## config.mk

```make
export PLATFORM = sky130hd
export DESIGN_NAME = gold_code_correlator_flat
export DESIGN_NICKNAME = d
export VERILOG_FILES = /design/src/rtl/gold_code_correlator_pkg.sv /design/src/rtl/gold_code_correlator_if.sv /design/src/rtl/gold_code_correlator_accum.sv /design/src/rtl/gold_code_correlator.sv /design/src/flat_wrapper.sv
export SDC_FILE = /design/constraint.sdc
export NUM_CORES = 1
export LEC_CHECK = 0
export ABC_AREA = 1
export CELL_PAD_IN_SITES_DETAIL_PLACEMENT = 1
export CELL_PAD_IN_SITES_GLOBAL_PLACEMENT = 2
export CORE_MARGIN = 3
export CORE_UTILIZATION = 29
export CTS_CLUSTER_DIAMETER = 100
export DETAILED_ROUTE_END_ITERATION = 12
export PLACE_DENSITY_LB_ADDON = 0.1
export SLEW_MARGIN = 10
export SYNTH_ARGS = -nofsm -noshare
export SYNTH_HDL_FRONTEND = slang
export SYNTH_SLANG_ARGS = --single-unit
```

## constraint.sdc

```tcl
create_clock -name clk -period 2.5 [get_ports clk]
set_clock_uncertainty 0.1 [all_clocks]
set_input_delay 0.5 -clock clk [delete_from_list [all_inputs] [get_ports clk]]
set_output_delay 0.5 -clock clk [all_outputs]
set_load 0.01 [all_outputs]
```

## src/rtl/gold_code_correlator_pkg.sv

```systemverilog
// rtl/gold_code_correlator_pkg.sv - shared types, sizing constants and chip helper for the gold-code correlator
package gold_corr_pkg;

    localparam int CODE_LEN_DEF = 1023;
    localparam int CNT_W_DEF    = $clog2(CODE_LEN_DEF);
    // One extra bit over the magnitude so that both +CODE_LEN and -CODE_LEN fit.
    localparam int ACC_W_DEF    = $clog2(CODE_LEN_DEF + 1) + 1;
    localparam int THRESH_DEF   = 256;

    typedef enum logic {
        IDLE  = 1'b0,
        ACCUM = 1'b1
    } state_t;

    // Maps a chip bit onto its antipodal value: 1 -> +1, 0 -> -1.
    function automatic logic signed [1:0] chip_to_sign(input logic chip);
        return chip ? 2'sb01 : 2'sb11;
    endfunction

endpackage

```

## src/rtl/gold_code_correlator_if.sv

```systemverilog
// rtl/gold_code_correlator_if.sv - chip-stream and correlation-result bundle between generator, correlator and pin mux
interface gold_code_correlator_if
    import gold_corr_pkg::*;
#(
    parameter int ACC_W = ACC_W_DEF
);

    logic                    start;
    logic                    chip_valid;
    logic                    chip_in;
    logic                    ref_chip;
    logic signed [ACC_W-1:0] corr_out;
    logic                    corr_valid;
    logic                    lock;
    logic                    busy;
    logic        [ACC_W-1:0] peak_out;
    logic        [7:0]       peak_epoch;

    modport master (
        output start, chip_valid, chip_in, ref_chip,
        input  corr_out, corr_valid, lock, busy, peak_out, peak_epoch
    );

    modport slave (
        input  start, chip_valid, chip_in, ref_chip,
        output corr_out, corr_valid, lock, busy, peak_out, peak_epoch
    );

endinterface

```

## src/rtl/gold_code_correlator_accum.sv

```systemverilog
// rtl/gold_code_correlator_accum.sv - signed +/-1 accumulator, chip counter and epoch-end detect
module corr_accum
    import gold_corr_pkg::*;
#(
    parameter int CODE_LEN = CODE_LEN_DEF,
    parameter int CNT_W    = CNT_W_DEF,
    parameter int ACC_W    = ACC_W_DEF
) (
    input  logic                    clk,
    input  logic                    rst,
    input  logic                    start,
    input  logic                    active,
    input  logic                    chip_valid,
    input  logic                    chip_in,
    input  logic                    ref_chip,
    output logic                    epoch_end,
    output logic signed [ACC_W-1:0] final_sum
);

    localparam logic [CNT_W-1:0] LAST_CNT = CNT_W'(CODE_LEN - 1);

    logic signed [ACC_W-1:0] acc_q;
    logic signed [ACC_W-1:0] contrib;
    logic        [CNT_W-1:0] cnt_q;

    assign contrib   = ACC_W'(chip_to_sign(chip_in ~^ ref_chip));
    assign final_sum = acc_q + contrib;
    // A start in the same cycle as the last chip realigns instead of dumping.
    assign epoch_end = active && chip_valid && !start && (cnt_q == LAST_CNT);

    always_ff @(posedge clk) begin
        if (rst) begin
            acc_q <= '0;
            cnt_q <= '0;
        end else if (start) begin
            acc_q <= chip_valid ? contrib : '0;
            cnt_q <= chip_valid ? CNT_W'(1) : '0;
        end else if (active && chip_valid) begin
            if (cnt_q == LAST_CNT) begin
                acc_q <= '0;
                cnt_q <= '0;
            end else begin
                acc_q <= final_sum;
                cnt_q <= cnt_q + CNT_W'(1);
            end
        end
    end

endmodule

```

## src/rtl/gold_code_correlator.sv

```systemverilog
// rtl/gold_code_correlator.sv - epoch correlator with lock detect; peak hold enabled by GOLD_CORR_PEAK_HOLD_EN
module gold_code_correlator
    import gold_corr_pkg::*;
#(
    parameter int CODE_LEN = CODE_LEN_DEF,
    parameter int CNT_W    = CNT_W_DEF,
    parameter int ACC_W    = ACC_W_DEF,
    parameter int THRESH   = THRESH_DEF
) (
    input  logic                   clk,
    input  logic                   rst,
    gold_code_correlator_if.slave  bus
);

    localparam logic [ACC_W-1:0] THRESH_W = ACC_W'(THRESH);

    state_t                  state_q;
    state_t                  state_d;
    logic                    dump;
    logic signed [ACC_W-1:0] final_sum;
    logic        [ACC_W-1:0] abs_sum;
    logic signed [ACC_W-1:0] corr_q;
    logic                    corr_valid_q;
    logic                    lock_q;
    logic        [7:0]       epoch_idx_q;

    always_ff @(posedge clk) begin
        if (rst) begin
            state_q <= IDLE;
        end else begin
            state_q <= state_d;
        end
    end

    // Once started the correlator free-runs epoch after epoch; only reset returns to IDLE.
    always_comb begin
        state_d = state_q;
        if (bus.start) begin
            state_d = ACCUM;
        end
    end

    corr_accum #(
        .CODE_LEN (CODE_LEN),
        .CNT_W    (CNT_W),
        .ACC_W    (ACC_W)
    ) u_accum (
        .clk        (clk),
        .rst        (rst),
        .start      (bus.start),
        .active     (state_q == ACCUM),
        .chip_valid (bus.chip_valid),
        .chip_in    (bus.chip_in),
        .ref_chip   (bus.ref_chip),
        .epoch_end  (dump),
        .final_sum  (final_sum)
    );

    // -CODE_LEN negates cleanly in ACC_W bits, so the magnitude never wraps.
    assign abs_sum = final_sum[ACC_W-1] ? ACC_W'(-final_sum) : ACC_W'(final_sum);

    always_ff @(posedge clk) begin
        if (rst) begin
            corr_q       <= '0;
            corr_valid_q <= 1'b0;
            lock_q       <= 1'b0;
            epoch_idx_q  <= '0;
        end else begin
            corr_valid_q <= dump;
            if (dump) begin
                corr_q      <= final_sum;
                lock_q      <= (abs_sum >= THRESH_W);
                epoch_idx_q <= epoch_idx_q + 8'd1;
            end
        end
    end

    assign bus.corr_out   = corr_q;
    assign bus.corr_valid = corr_valid_q;
    assign bus.lock       = lock_q;
    assign bus.busy       = (state_q == ACCUM);

`ifdef GOLD_CORR_PEAK_HOLD_EN
    logic [ACC_W-1:0] peak_q;
    logic [7:0]       peak_epoch_q;

    // Strict compare keeps the earliest epoch on a tie; start leaves the peak alone.
    always_ff @(posedge clk) begin
        if (rst) begin
            peak_q       <= '0;
            peak_epoch_q <= '0;
        end else if (dump && (abs_sum > peak_q)) begin
            peak_q       <= abs_sum;
            peak_epoch_q <= epoch_idx_q;
        end
    end

    assign bus.peak_out   = peak_q;
    assign bus.peak_epoch = peak_epoch_q;
`else
    assign bus.peak_out   = '0;
    assign bus.peak_epoch = '0;
`endif

endmodule

```

## src/flat_wrapper.sv

```systemverilog
// flat-port wrapper written by rule: the top's interface ports become plain ports
module gold_code_correlator_flat import gold_corr_pkg::*;
#(
    parameter int CODE_LEN = CODE_LEN_DEF,
    parameter int CNT_W    = CNT_W_DEF,
    parameter int ACC_W    = ACC_W_DEF,
    parameter int THRESH   = THRESH_DEF
)
  (clk, rst, bus_start, bus_chip_valid, bus_chip_in, bus_ref_chip, bus_corr_out, bus_corr_valid, bus_lock, bus_busy, bus_peak_out, bus_peak_epoch);
  gold_code_correlator_if #(.ACC_W(ACC_W)) bus_i ();
  input  logic clk;
  input  logic rst;
  input wire logic [$bits(bus_i.start)-1:0] bus_start;
  input wire logic [$bits(bus_i.chip_valid)-1:0] bus_chip_valid;
  input wire logic [$bits(bus_i.chip_in)-1:0] bus_chip_in;
  input wire logic [$bits(bus_i.ref_chip)-1:0] bus_ref_chip;
  output wire logic [$bits(bus_i.corr_out)-1:0] bus_corr_out;
  output wire logic [$bits(bus_i.corr_valid)-1:0] bus_corr_valid;
  output wire logic [$bits(bus_i.lock)-1:0] bus_lock;
  output wire logic [$bits(bus_i.busy)-1:0] bus_busy;
  output wire logic [$bits(bus_i.peak_out)-1:0] bus_peak_out;
  output wire logic [$bits(bus_i.peak_epoch)-1:0] bus_peak_epoch;
  assign bus_i.start = bus_start;
  assign bus_i.chip_valid = bus_chip_valid;
  assign bus_i.chip_in = bus_chip_in;
  assign bus_i.ref_chip = bus_ref_chip;
  assign bus_corr_out = bus_i.corr_out;
  assign bus_corr_valid = bus_i.corr_valid;
  assign bus_lock = bus_i.lock;
  assign bus_busy = bus_i.busy;
  assign bus_peak_out = bus_i.peak_out;
  assign bus_peak_epoch = bus_i.peak_epoch;
  gold_code_correlator #(.CODE_LEN(CODE_LEN), .CNT_W(CNT_W), .ACC_W(ACC_W), .THRESH(THRESH)) u_core (.clk(clk), .rst(rst), .bus(bus_i));
endmodule
```

* Word level (Yosys, flattened, before mapping)
Cells that the tools add are included.
** Operators by class
- Add/subtract/negate cells :: 3
- Div/mod/pow operators :: 0
- Magnitude comparators :: 1
- Multipliers :: 0
- Mux-type cells :: 10
- Reductions and logical operators :: 5
- Eq/ne operators :: 1
- Bitwise gates (word level) :: 1
- Shift-type cells :: 0
** Operators by type and width (count)
- 11-bit 2-to-1 mux :: 5
- 10-bit 2-to-1 mux :: 3
- 11-bit by 2-bit adder with 11-bit output :: 1
- 11-bit by 9-bit greater-or-equal comparator with 1-bit output, second input constant :: 1
- 11-bit negator :: 1
- 10-bit by 1-bit adder with 10-bit output, second input constant :: 1
- 10-bit equality test, second input constant :: 1
- 1-bit logical AND :: 3
- 2-bit 2-to-1 mux :: 1
- 2-bit nonzero test :: 1
- 1-bit logical NOT :: 1
- 1-bit 2-to-1 mux :: 1
- 1-bit bitwise XNOR :: 1
** Storage, ports and cells
- Logic and storage cells :: 27
- Latch bits :: 0
- Flip-flop bits (word level) :: 35
- Output and inout bits :: 33
- Input port bits :: 6
- ROM bits :: 0
- Memory bits (writable) :: 0
- Memories :: 0

* Longest topological paths before layout
Gate-level depths: netlist of the first run.
- Depth after elaboration :: 6
- Gate-level depth with buffers :: 20
- Depth with buffers taken out :: 20

* Hierarchy
From an unflattened synthesis of the first run, not the netlist that was laid out.
** Unflattened totals
- Cells, all modules :: 336
- Area, all modules :: 2270.9 um^2
** By module, submodules not included
- corr_accum :: cells each 249, instances 1, area each 1605.3 um^2, sequential area each 420.4 um^2
- gold_code_correlator :: cells each 87, instances 1, area each 665.6 um^2, sequential area each 280.3 um^2

* Least setup slack after synthesis of the first run
OpenSTA, ideal clock, no wires.
- Path kind :: input port to flip-flop
- Start point :: input bus_chip_in
- End point :: register u_core.lock_q (netlist: u_core.bus.lock)
- Data required time :: 2283 ps
- Slack :: 293 ps
- Arrival time :: 1990 ps
- Setup time :: 117 ps
- Stages on the path :: 19
- Path buffers :: 0
- Cells stage by stage :: nand2_2 -> nand3_1 -> nand2_1 -> inv_1 -> ha_1 -> inv_1 -> nand2_1 -> nand2_2 -> nand2_2 -> nand2_1 -> nand2_2 -> nor2_2 -> nand3_1 -> o21bai_1 -> nand2_1 -> nand2_1 -> nand2_1 -> nand2_1 -> nand2_1
** Between the ends
- Longest elaborated chain between the ends :: 6
** Ends and longest elaborated chain
- from (decl) :: line flat_wrapper.sv:15 : input wire logic [$bits(bus_i.chip_in)-1:0] bus_chip_in;
- 1-bit bitwise XNOR (*) :: line gold_code_correlator_accum.sv:26 : assign contrib = ACC_W'(chip_to_sign(chip_in ~^ ref_chip));
- 2-bit 2-to-1 mux (*) :: line gold_code_correlator_pkg.sv:17 : return chip ? 2'sb01 : 2'sb11;
- 11-bit by 2-bit adder with 11-bit output (*) :: line gold_code_correlator_accum.sv:27 : assign final_sum = acc_q + contrib;
- 11-bit negator :: line gold_code_correlator.sv:60 : assign abs_sum = final_sum[ACC_W-1] ? ACC_W'(-final_sum) : ACC_W'(final_sum);
- 11-bit 2-to-1 mux (*) :: line gold_code_correlator.sv:60
- 11-bit by 9-bit greater-or-equal comparator with 1-bit output (*) :: line gold_code_correlator.sv:72 : lock_q <= (abs_sum >= THRESH_W);
- to (signal assigned) :: line gold_code_correlator.sv:72
- to (decl) :: line gold_code_correlator.sv:24 : logic lock_q;
Every way passes the cells marked *; elsewhere a longest branch is shown, timed or not.
A chain may end at the register's enable or synchronous reset.

* Final worst setup path of the first run
- Start point :: input bus_ref_chip
- End point :: register u_core.lock_q (netlist: u_core.bus.lock)
** Between the ends
- Longest elaborated chain between the ends :: 6
** Ends and longest elaborated chain
- from (decl) :: line flat_wrapper.sv:16 : input wire logic [$bits(bus_i.ref_chip)-1:0] bus_ref_chip;
- 1-bit bitwise XNOR (*) :: line gold_code_correlator_accum.sv:26
- 2-bit 2-to-1 mux (*) :: line gold_code_correlator_pkg.sv:17
- 11-bit by 2-bit adder with 11-bit output (*) :: line gold_code_correlator_accum.sv:27
- 11-bit negator :: line gold_code_correlator.sv:60
- 11-bit 2-to-1 mux (*) :: line gold_code_correlator.sv:60
- 11-bit by 9-bit greater-or-equal comparator with 1-bit output (*) :: line gold_code_correlator.sv:72
Marks and branches as above.

==> results of run 1 <==
==> per-layer routing <==
metal	routed length, µm	share of wire	vias up	track usage
met5	0	0	-	0
met3	151	0.021	8	0.0227
met4	94	0.013	0	0.0486
met1	3360	0.47	1092	0.215
met2	3480	0.49	31	0.286
li1	-	-	1199	-
==> state kept, by name, summed over array words and instances (netlist names) <==
register               cells
u_core.u_accum.cnt_q      10
u_core.bus.corr_valid      1
u_core.bus.lock            1
u_core.bus.corr_out       11
u_core.bus.busy            1
u_core.u_accum.acc_q      11
==> what timing repair did <==
item	in CTS	in global routing
hold buffers	0	0
hold endpoints to repair	0	0
setup buffers	4	1
pin swaps	8	8
resized for setup	10	8
setup endpoints to repair	1	1
==> cell usage in the layout (no fill, tap or decap), types with 5 or more instances in the layout <==
cell type        synthesis  layout
o21ai_0                 15      15
clkbuf_8                 0       6
a221oi_1                 7       7
nand2_1                 65      62
conb_1                   1      19
inv_2                    9      11
nand2_4                  8      12
nand2_2                 15      14
nand3_1                 20      17
inv_1                   37      35
nand3_2                  3       6
dfxtp_1                 35      35
nor2_1                  30      30
buf_4                   19      50
clkdlybuf4s50_1          0      17
a31oi_1                  5       5
a21oi_1                 13      13
==> synth_stat cells, drive strengths merged <==
cell type | number | area share
a22oi | 2 | 0.0064
clkinv | 1 | 0.0016
o21bai | 2 | 0.0064
o21ai | 17 | 0.036
conb | 1 | 0.0016
a21oi | 14 | 0.031
nand2 | 89 | 0.19
o211ai | 3 | 0.0095
nand4 | 4 | 0.011
xnor2 | 2 | 0.0074
nor2 | 37 | 0.073
a32oi | 1 | 0.0037
xor2 | 4 | 0.015
inv | 46 | 0.073
a221oi | 8 | 0.032
a41o | 2 | 0.0085
a31oi | 6 | 0.019
nor4 | 1 | 0.0053
clkbuf | 3 | 0.0048
or2 | 2 | 0.0053
nand3b | 1 | 0.0032
o221a | 1 | 0.0048
nand3 | 23 | 0.055
buf | 22 | 0.067
nor3 | 4 | 0.013
dfxtp | 35 | 0.30
ha | 4 | 0.021
==> stage by stage <==
step	utilization	power (mW)
after floorplan	-	0.930
after global placement	0.380	1.15
after detailed placement	0.380	1.15
after CTS	0.398	1.60
after global routing	0.402	1.71
final	0.402	1.60
==> logic make-up (layout without fill, tap and decap cells) <==
family | after synthesis | in the layout | share of synthesized area
and+or+nand+nor | 161 | 161 | 0.355
buffers and inverters | 72 | 126 | 0.146
AOI/OAI and AO/OA | 56 | 56 | 0.157
DFF | 35 | 35 | 0.297
xor gates and xnor gates | 6 | 6 | 0.0222
adders and majority gates | 4 | 4 | 0.0212
other | 1 | 19 | 0.00159
==> final cells by class <==
| cell class | count | area [µm²] | area share |
|---|---|---|---|
| multi-input combinational | 246 | 1430 | 0.457 |
| sequential | 35 | 701 | 0.223 |
| timing repair buffer | 72 | 611 | 0.195 |
| inverter | 47 | 176 | 0.0562 |
| tap | 102 | 128 | 0.0407 |
| clock buffer | 6 | 82.6 | 0.0263 |
| clock inverter | 1 | 5.00 | 0.00160 |
==> how the worst max path moves through the flow <==
| stage | end | slack, ns | cells after the start | from |
|---|---|---|---|---|
| 4_1_cts | u_core.bus.lock$_SDFFE_PP0P_ | 0.12 | 21 | bus_chip_in |
| 2_1_floorplan | u_core.bus.lock$_SDFFE_PP0P_ | 0.29 | 19 | bus_chip_in |
| 3_5_place_dp | u_core.bus.lock$_SDFFE_PP0P_ | -0.42 | 21 | bus_chip_in |
| 5_1_grt | u_core.bus.lock$_SDFFE_PP0P_ | -0.0007 | 19 | bus_ref_chip |
| 6_report | u_core.bus.lock$_SDFFE_PP0P_ | 0.15 | 17 | bus_ref_chip |
| 3_3_place_gp | u_core.bus.lock$_SDFFE_PP0P_ | -0.36 | 15 | bus_chip_in |
==> power by group <==
part | switching, mW | internal, mW | leakage [nW] | total (mW)
logic | 0.324 | 0.256 | 1.16 | 0.580
registers | 0.0190 | 0.577 | 0.285 | 0.596
clock network | 0.208 | 0.216 | 0.0470 | 0.424
total | 0.551 | 1.05 | 1.49 | 1.60
==> tightest hold or removal path, cell delays in order (launching register included) <==
cell and delay [ns]:
dfxtp_1 0.32, nand2_1 0.06, a21oi_1 0.06
==> results.py, run 1 <==
metrics = {
    "run": {
        "cap_violations": 0,
    },
    "placement": {
        "gp_congestion": 0.851,
        "placed_area_um2": 2960,
        "portBuffers": 19,
        "place_ws_ns": -0.415,
        "dp.cells": 497,
        "dp_hpwl_um": 5720,
    },
    "final_layout": {
        "area_delta_synth_final_pct": 32.8,
        "finalNonFillerCells": 509,
        "nFillCells": 1016,
        "antenna_cells": 0,
        "drive_above_1_share": 0.292,
        "layout.nets": 417,
        "stdcell_area_um2": 3140,
    },
    "grt": {
        "grt_overflow": 0,
        "antenna_found_initial": 0,
        "grt_max_degree": 14,
        "grt.total_usage": 0.166,
        "grt_pass1_wl_um": 11700,
        "grt_pass1_vias": 2346,
    },
    "drt": {
        "wl_um": 7090,
        "firstDrtPassIters": 4,
        "num_vias": 2330,
        "drtIter0Drc": 69,
        "ant_nets": 0,
        "vias_per_cell": 4.58,
        "wl_per_cell_um": 13.9,
        "drc": 0,
    },
    "sta": {
        "period_share": 0.940,
        "worst_slack_ns": 0.150,
        "whs_ns": 0.381,
        "layout_min_cycle_time_ns": 2.35,
        "drv_slew": 0,
        "fmax_mhz": 425,
        "finalSetupViolCount": 0,
        "hold_viol": 0,
        "fin_tns_setup_ns": 0,
    },
    "setup_path": {
        "crit_path_end_kind": "register",
        "r2r_setup_slack_ns": 0.36,
        "start_kind": "input port",
        "crit_family": "simple AND/OR/NAND/NOR gates",
        "critical_path_buf_inv_count": 3,
        "worst_path_max_delay_cell": "ha_1",
        "crit_path_max_fanout": 4,
        "cp_slowest_stage_delay_ns": 0.30,
        "path_cells": "dlygate4sd2_1, buf_6, nand2_4, nand2_4, ha_1, inv_2, o21bai_1, a21oi_1, nand2_1, nand2_1, nand3_1, o21bai_1, nand2_1, nand2_1, nand2_1, nand2_1, nand2_1",
        "critPathRequiredTime_ns": 2.58,
        "worstSetupPathType": "in -> reg",
        "rr_endpoint": "u_core.bus.lock$_SDFFE_PP0P_",
        "arrival_ns": 2.43,
        "r2r_cells": 19,
        "crit_top_cell": "nand2_1",
        "r2r-start": "u_core.u_accum.acc_q[1]$_SDFFE_PP0P_",
    },
    "outcome": {
        "status": "completed",
    },
    "die": {
        "initial_core_util": 0.303,
        "core_area_um2": 7810,
        "io_pins": 39,
        "design.die.area_um2": 9270,
        "die_y_um": 96.3,
        "die_x_um": 96.3,
        "rows": 32,
    },
    "power_and_ir_drop": {
        "p_per_area_nw_per_um2": 510,
        "ir_drop_mv": 0.267,
        "p_leak_nw": 1.49,
    },
    "min_path": {
        "holdCritStartpoint": "u_core.bus.corr_out[9]$_SDFFE_PP0P_",
        "whs_endpoint": "u_core.bus.corr_out[9]$_SDFFE_PP0P_",
        "hold_class": "reg -> reg",
        "min_path_cells": 2,
    },
    "synthesis": {
        "synth_cells": 335,
        "synthesis.area_um2": 2360,
        "ys_types": 40,
        "syn_avg_cell_area_um2": 7.05,
        "ys_ff_latch": 35,
        "synth_seq_area_share": 0.297,
        "synth_warnings": 0,
    },
    "clocking": {
        "cts_buffer_depth": 2,
        "clk_latency_ns": 0.29,
        "cts_tree": "done",
        "clock_sinks": 35,
        "cts_buffers": 5,
        "root_buffer": "clkbuf_8",
        "h-tree-depth": 2,
        "clk_pin_slew_worst_paths_ns": 0.08,
    },
}
Note: power is estimated with default switching activity, not from simulation.
==> run 2: changes to the inputs <==
--- a/config.mk
+++ b/config.mk
@@ -12,6 +12,7 @@
 export CORE_UTILIZATION = 29
 export CTS_CLUSTER_DIAMETER = 100
 export DETAILED_ROUTE_END_ITERATION = 12
+export MAX_ROUTING_LAYER = met4
 export PLACE_DENSITY_LB_ADDON = 0.1
 export SLEW_MARGIN = 10
 export SYNTH_ARGS = -nofsm -noshare
==> results.py, run 2 (synthesis results as in run 1) <==
metrics = {
    "outcome": {
        "status": "completed",
    },
    "final_layout": {
        "antenna_cells": 0,
        "mostFrequentLayoutCell": "nand2_1",
        "layout_common_cells": "nand2_1, buf_4, inv_1, dfxtp_1, nor2_1",
        "layout.nets": 417,
        "area_delta_synth_final_pct": 32.8,
        "drive_above_1_share": 0.292,
    },
    "setup_path": {
        "r2r_cells": 19,
        "worstSetupPathType": "in -> reg",
        "start_kind": "input port",
        "rr_endpoint": "u_core.bus.lock$_SDFFE_PP0P_",
        "r2r_setup_slack_ns": 0.37,
        "r2r-start": "u_core.u_accum.acc_q[1]$_SDFFE_PP0P_",
        "crit_path_end_kind": "register",
        "crit_path_max_fanout": 4,
        "arrival_ns": 2.43,
        "critPathRequiredTime_ns": 2.59,
    },
    "die": {
        "initial_core_util": 0.303,
        "die_x_um": 96.3,
        "core_area_um2": 7810,
        "die_y_um": 96.3,
        "io_pins": 39,
        "rows": 32,
        "design.die.area_um2": 9270,
    },
    "clocking": {
        "cts_buffers": 5,
        "clock_sinks": 35,
        "cts_hold_buf": 0,
        "root_buffer": "clkbuf_8",
        "clk_latency_ns": 0.29,
        "cts_tree": "done",
        "clk_pin_slew_worst_paths_ns": 0.08,
        "cts_buffer_depth": 2,
        "h-tree-depth": 2,
    },
    "power_and_ir_drop": {
        "ir_drop_mv": 0.267,
        "p_leak_nw": 1.49,
        "fin_total_pwr_mw": 1.60,
        "p_per_area_nw_per_um2": 510,
    },
    "grt": {
        "grt_pass1_vias": 2346,
        "grt_pass1_wl_um": 11700,
        "grt.total_usage": 0.171,
        "grt_max_degree": 14,
        "antenna_found_initial": 0,
        "grt_overflow": 0,
    },
    "placement": {
        "dp_hpwl_um": 5720,
        "portBuffers": 19,
        "place_ws_ns": -0.415,
        "gp_congestion": 0.865,
    },
    "drt": {
        "wl_per_cell_um": 13.9,
        "vias_per_cell": 4.56,
        "firstDrtPassIters": 4,
        "ant_nets": 0,
        "drc": 0,
        "wl_um": 7060,
        "num_vias": 2323,
        "drtIter0Drc": 59,
    },
    "min_path": {
        "hold_class": "reg -> reg",
        "min_path_cells": 2,
        "whs_endpoint": "u_core.bus.corr_out[9]$_SDFFE_PP0P_",
        "holdCritStartpoint": "u_core.bus.corr_out[9]$_SDFFE_PP0P_",
    },
    "sta": {
        "period_share": 0.937,
        "finalSetupViolCount": 0,
        "layout_min_cycle_time_ns": 2.34,
        "fmax_mhz": 427,
        "worst_slack_ns": 0.157,
        "hold_viol": 0,
        "drv_slew": 0,
    },
    "run": {
        "cap_violations": 0,
    },
}
-- run 2: cell counts in the layout (fill, tap and decap cells not counted) --
Identical to the previous run, type by type.
-- run 2: timing repair --
item                       CTS  global route
setup buffers                4             1
setup endpoints to repair    1             1
resized for setup           10             8
pin swaps                    8             8
-- run 2: per-stage QoR --
step,setup TNS (ns),hold slack (ns),area (µm²),cells,util
final,0,0.381,3140,509,0.402
after global routing,-0.000674,0.419,3140,509,0.402
after CTS,0,0.387,3110,508,0.398
after detailed placement,-3.24,0.376,2960,497,0.380
after global placement,-2.69,0.370,2960,497,0.380
after floorplan,0,0.363,2430,353,-
-- run 2: layout make-up --
class                      count  area (µm²)
clock buffer                   6        82.6
clock inverter                 1        5.00
fill                        1016        4670
inverter                      47         176
multi-input combinational    246        1430
sequential                    35         701
tap                          102         128
timing repair buffer          72         611
-- run 2: worst max path at each step --
stage	start	endpoint	slack, ns	cells after the start
2_1_floorplan	bus_chip_in	u_core.bus.lock$_SDFFE_PP0P_	0.29	19
3_3_place_gp	bus_chip_in	u_core.bus.lock$_SDFFE_PP0P_	-0.36	15
3_5_place_dp	bus_chip_in	u_core.bus.lock$_SDFFE_PP0P_	-0.42	21
4_1_cts	bus_chip_in	u_core.bus.lock$_SDFFE_PP0P_	0.12	21
5_1_grt	bus_ref_chip	u_core.bus.lock$_SDFFE_PP0P_	-0.0007	19
6_report	bus_ref_chip	u_core.bus.lock$_SDFFE_PP0P_	0.16	17
-- run 2: metal layers --
layer  GRT usage  part of all wire
met1       0.215              0.47
met2       0.286              0.49
met3      0.0219             0.021
met4      0.0486             0.013
met5           -                 0
-- run 2: report_power, final --
part / internal, mW / switching (mW) / leakage, nW
combinational: 0.256 / 0.323 / 1.16
sequential: 0.577 / 0.0188 / 0.285
clock: 0.216 / 0.209 / 0.0470
-- run 2: critical path, stage by stage --
cell	delay [ns]
dlygate4sd2_1	0.26
buf_6	0.13
nand2_4	0.08
nand2_4	0.06
ha_1	0.30
inv_2	0.10
o21bai_1	0.10
a21oi_1	0.18
nand2_1	0.08
nand2_1	0.08
nand3_1	0.11
o21bai_1	0.18
nand2_1	0.08
nand2_1	0.06
nand2_1	0.05
nand2_1	0.05
nand2_1	0.05
==> run 3: changes to the inputs <==
--- a/config.mk
+++ b/config.mk
@@ -14,6 +14,7 @@
 export DETAILED_ROUTE_END_ITERATION = 12
 export MAX_ROUTING_LAYER = met4
 export PLACE_DENSITY_LB_ADDON = 0.1
+export SETUP_SLACK_MARGIN = 0.1
 export SLEW_MARGIN = 10
 export SYNTH_ARGS = -nofsm -noshare
 export SYNTH_HDL_FRONTEND = slang
==> results.py, run 3 (synthesis results as in run 1) <==
metrics = {
    "clocking": {
        "cts_hold_buf": 0,
        "cts_buffers": 5,
        "cts_tree": "done",
        "clk_latency_ns": 0.29,
        "cts_buffer_depth": 2,
        "h-tree-depth": 2,
        "clock_sinks": 35,
        "clk_pin_slew_worst_paths_ns": 0.08,
        "root_buffer": "clkbuf_8",
    },
    "setup_path": {
        "worst_path_max_delay_cell": "o21bai_1",
        "critPathRequiredTime_ns": 2.59,
        "arrival_ns": 2.26,
        "r2r-start": "u_core.u_accum.acc_q[1]$_SDFFE_PP0P_",
        "rr_endpoint": "u_core.bus.lock$_SDFFE_PP0P_",
        "path_cells": "clkbuf_2, buf_6, nand2_4, nand2_4, buf_4, nand2_4, nand2_2, inv_2, nand2_1, nor2_1, nand2_1, nand3_1, nand3_1, o21bai_1, nand2_1, nand2_1, nand2_1, nand2_1, nand2_1",
        "crit_path_max_fanout": 5,
        "r2r_setup_slack_ns": 0.38,
        "r2r_cells": 19,
        "start_kind": "input port",
        "worstSetupPathType": "in -> reg",
        "crit_path_end_kind": "register",
        "crit_top_cell": "nand2_1",
        "cp_slowest_stage_delay_ns": 0.18,
    },
    "grt": {
        "grt_max_degree": 14,
        "grt_pass1_vias": 2346,
        "grt_overflow": 0,
        "grt.total_usage": 0.171,
        "antenna_found_initial": 0,
        "grt_pass1_wl_um": 11700,
    },
    "outcome": {
        "status": "completed",
    },
    "sta": {
        "grt_setup_unrepaired": "no",
        "fmax_mhz": 460,
        "finalSetupViolCount": 0,
        "period_share": 0.869,
        "layout_min_cycle_time_ns": 2.17,
        "drv_slew": 0,
        "hold_viol": 0,
    },
    "die": {
        "io_pins": 39,
        "design.die.area_um2": 9270,
        "core_area_um2": 7810,
        "initial_core_util": 0.303,
        "die_y_um": 96.3,
        "rows": 32,
        "die_x_um": 96.3,
    },
    "power_and_ir_drop": {
        "p_switching_uw": 556,
        "ir_drop_mv": 0.267,
        "p_leak_nw": 1.49,
        "clkPwrFrac": 0.264,
        "swShare": 0.345,
        "seqPwrFrac": 0.371,
        "combPwrFrac": 0.365,
        "p_per_area_nw_per_um2": 509,
        "p_int_mw": 1.05,
    },
    "final_layout": {
        "layout_common_cells": "nand2_1, buf_4, inv_1, dfxtp_1, nor2_1",
        "mostFrequentLayoutCell": "nand2_1",
        "area_delta_synth_final_pct": 33.8,
        "finalNonFillerCells": 509,
        "final_util": 0.405,
        "layout.nets": 417,
        "drive_above_1_share": 0.305,
        "antenna_cells": 0,
        "nFillCells": 1012,
    },
    "drt": {
        "vias_per_cell": 4.57,
        "ant_nets": 0,
        "drtIter0Drc": 55,
        "drc": 0,
        "wl_um": 7050,
        "firstDrtPassIters": 4,
        "wl_per_cell_um": 13.8,
        "num_vias": 2328,
    },
    "min_path": {
        "min_path_cells": 2,
        "holdCritStartpoint": "u_core.bus.corr_out[9]$_SDFFE_PP0P_",
        "whs_endpoint": "u_core.bus.corr_out[9]$_SDFFE_PP0P_",
        "hold_class": "reg -> reg",
    },
    "placement": {
        "portBuffers": 19,
        "dp.cells": 497,
        "dp_hpwl_um": 5720,
        "gp_congestion": 0.865,
    },
    "run": {
        "cap_violations": 0,
    },
}
run 3: power groups by stage:
| stage | registers (mW) | logic [mW] | clock network (mW) |
|---|---|---|---|
| global route | 0.600 | 0.650 | 0.467 |
| global placement | 0.610 | 0.540 | 0 |
| floorplan | 0.602 | 0.328 | 0 |
| CTS | 0.596 | 0.567 | 0.441 |
| detailed placement | 0.609 | 0.540 | 0 |
| finish | 0.597 | 0.587 | 0.425 |
run 3: through the flow:
stage / total power [mW] / setup WS (ns) / TNS, ns / hold WS [ns] / instance area [µm²]
detailed placement: 1.15 / -0.415 / -3.24 / 0.376 / 2960
floorplan: 0.930 / 0.293 / 0 / 0.363 / 2430
global placement: 1.15 / -0.358 / -2.69 / 0.370 / 2960
finish: 1.61 / 0.327 / 0 / 0.381 / 3160
CTS: 1.60 / 0.116 / 0 / 0.387 / 3110
global route: 1.72 / 0.167 / 0 / 0.419 / 3160
run 3: final cells by class:
| type | count | area (µm²) | share of cell area |
|---|---|---|---|
| Clock buffer | 6 | 82.6 | 0.0261 |
| Sequential cell | 35 | 701 | 0.222 |
| Multi-Input combinational cell | 246 | 1460 | 0.462 |
| Timing Repair Buffer | 72 | 607 | 0.192 |
| Tap cell | 102 | 128 | 0.0404 |
| Inverter | 47 | 176 | 0.0558 |
| Clock inverter | 1 | 5.00 | 0.00158 |
run 3: worst max-delay path by stage:
stage                             from                           end  depth (start not counted)
after detailed placement   bus_chip_in  u_core.bus.lock$_SDFFE_PP0P_                         21
final                     bus_ref_chip  u_core.bus.lock$_SDFFE_PP0P_                         19
after global placement     bus_chip_in  u_core.bus.lock$_SDFFE_PP0P_                         15
after floorplan            bus_chip_in  u_core.bus.lock$_SDFFE_PP0P_                         19
after global routing       bus_chip_in  u_core.bus.lock$_SDFFE_PP0P_                         21
after CTS                  bus_chip_in  u_core.bus.lock$_SDFFE_PP0P_                         21
run 3: critical path, delay by kind of cell:
kind	cells	cell delay, ns
AO/OA/AOI/OAI	1	0.18
buffers and inverters	4	0.46
AND/OR/NAND/NOR	14	1.13
run 3: repair_timing:
action | in CTS | in global routing
pin swaps | 8 | 8
buffers inserted | 4 | 1
setup endpoints to repair | 6 | 4
gates resized for setup | 10 | 15
run 3: per-layer routing:
| metal | routed length, µm | vias to the layer above | track usage |
|---|---|---|---|
| li1 | - | 1199 | - |
| met1 | 3350 | 1098 | 0.215 |
| met2 | 3440 | 21 | 0.286 |
| met3 | 135 | 10 | 0.0219 |
| met4 | 124 | 0 | 0.0486 |
| met5 | 0 | - | - |
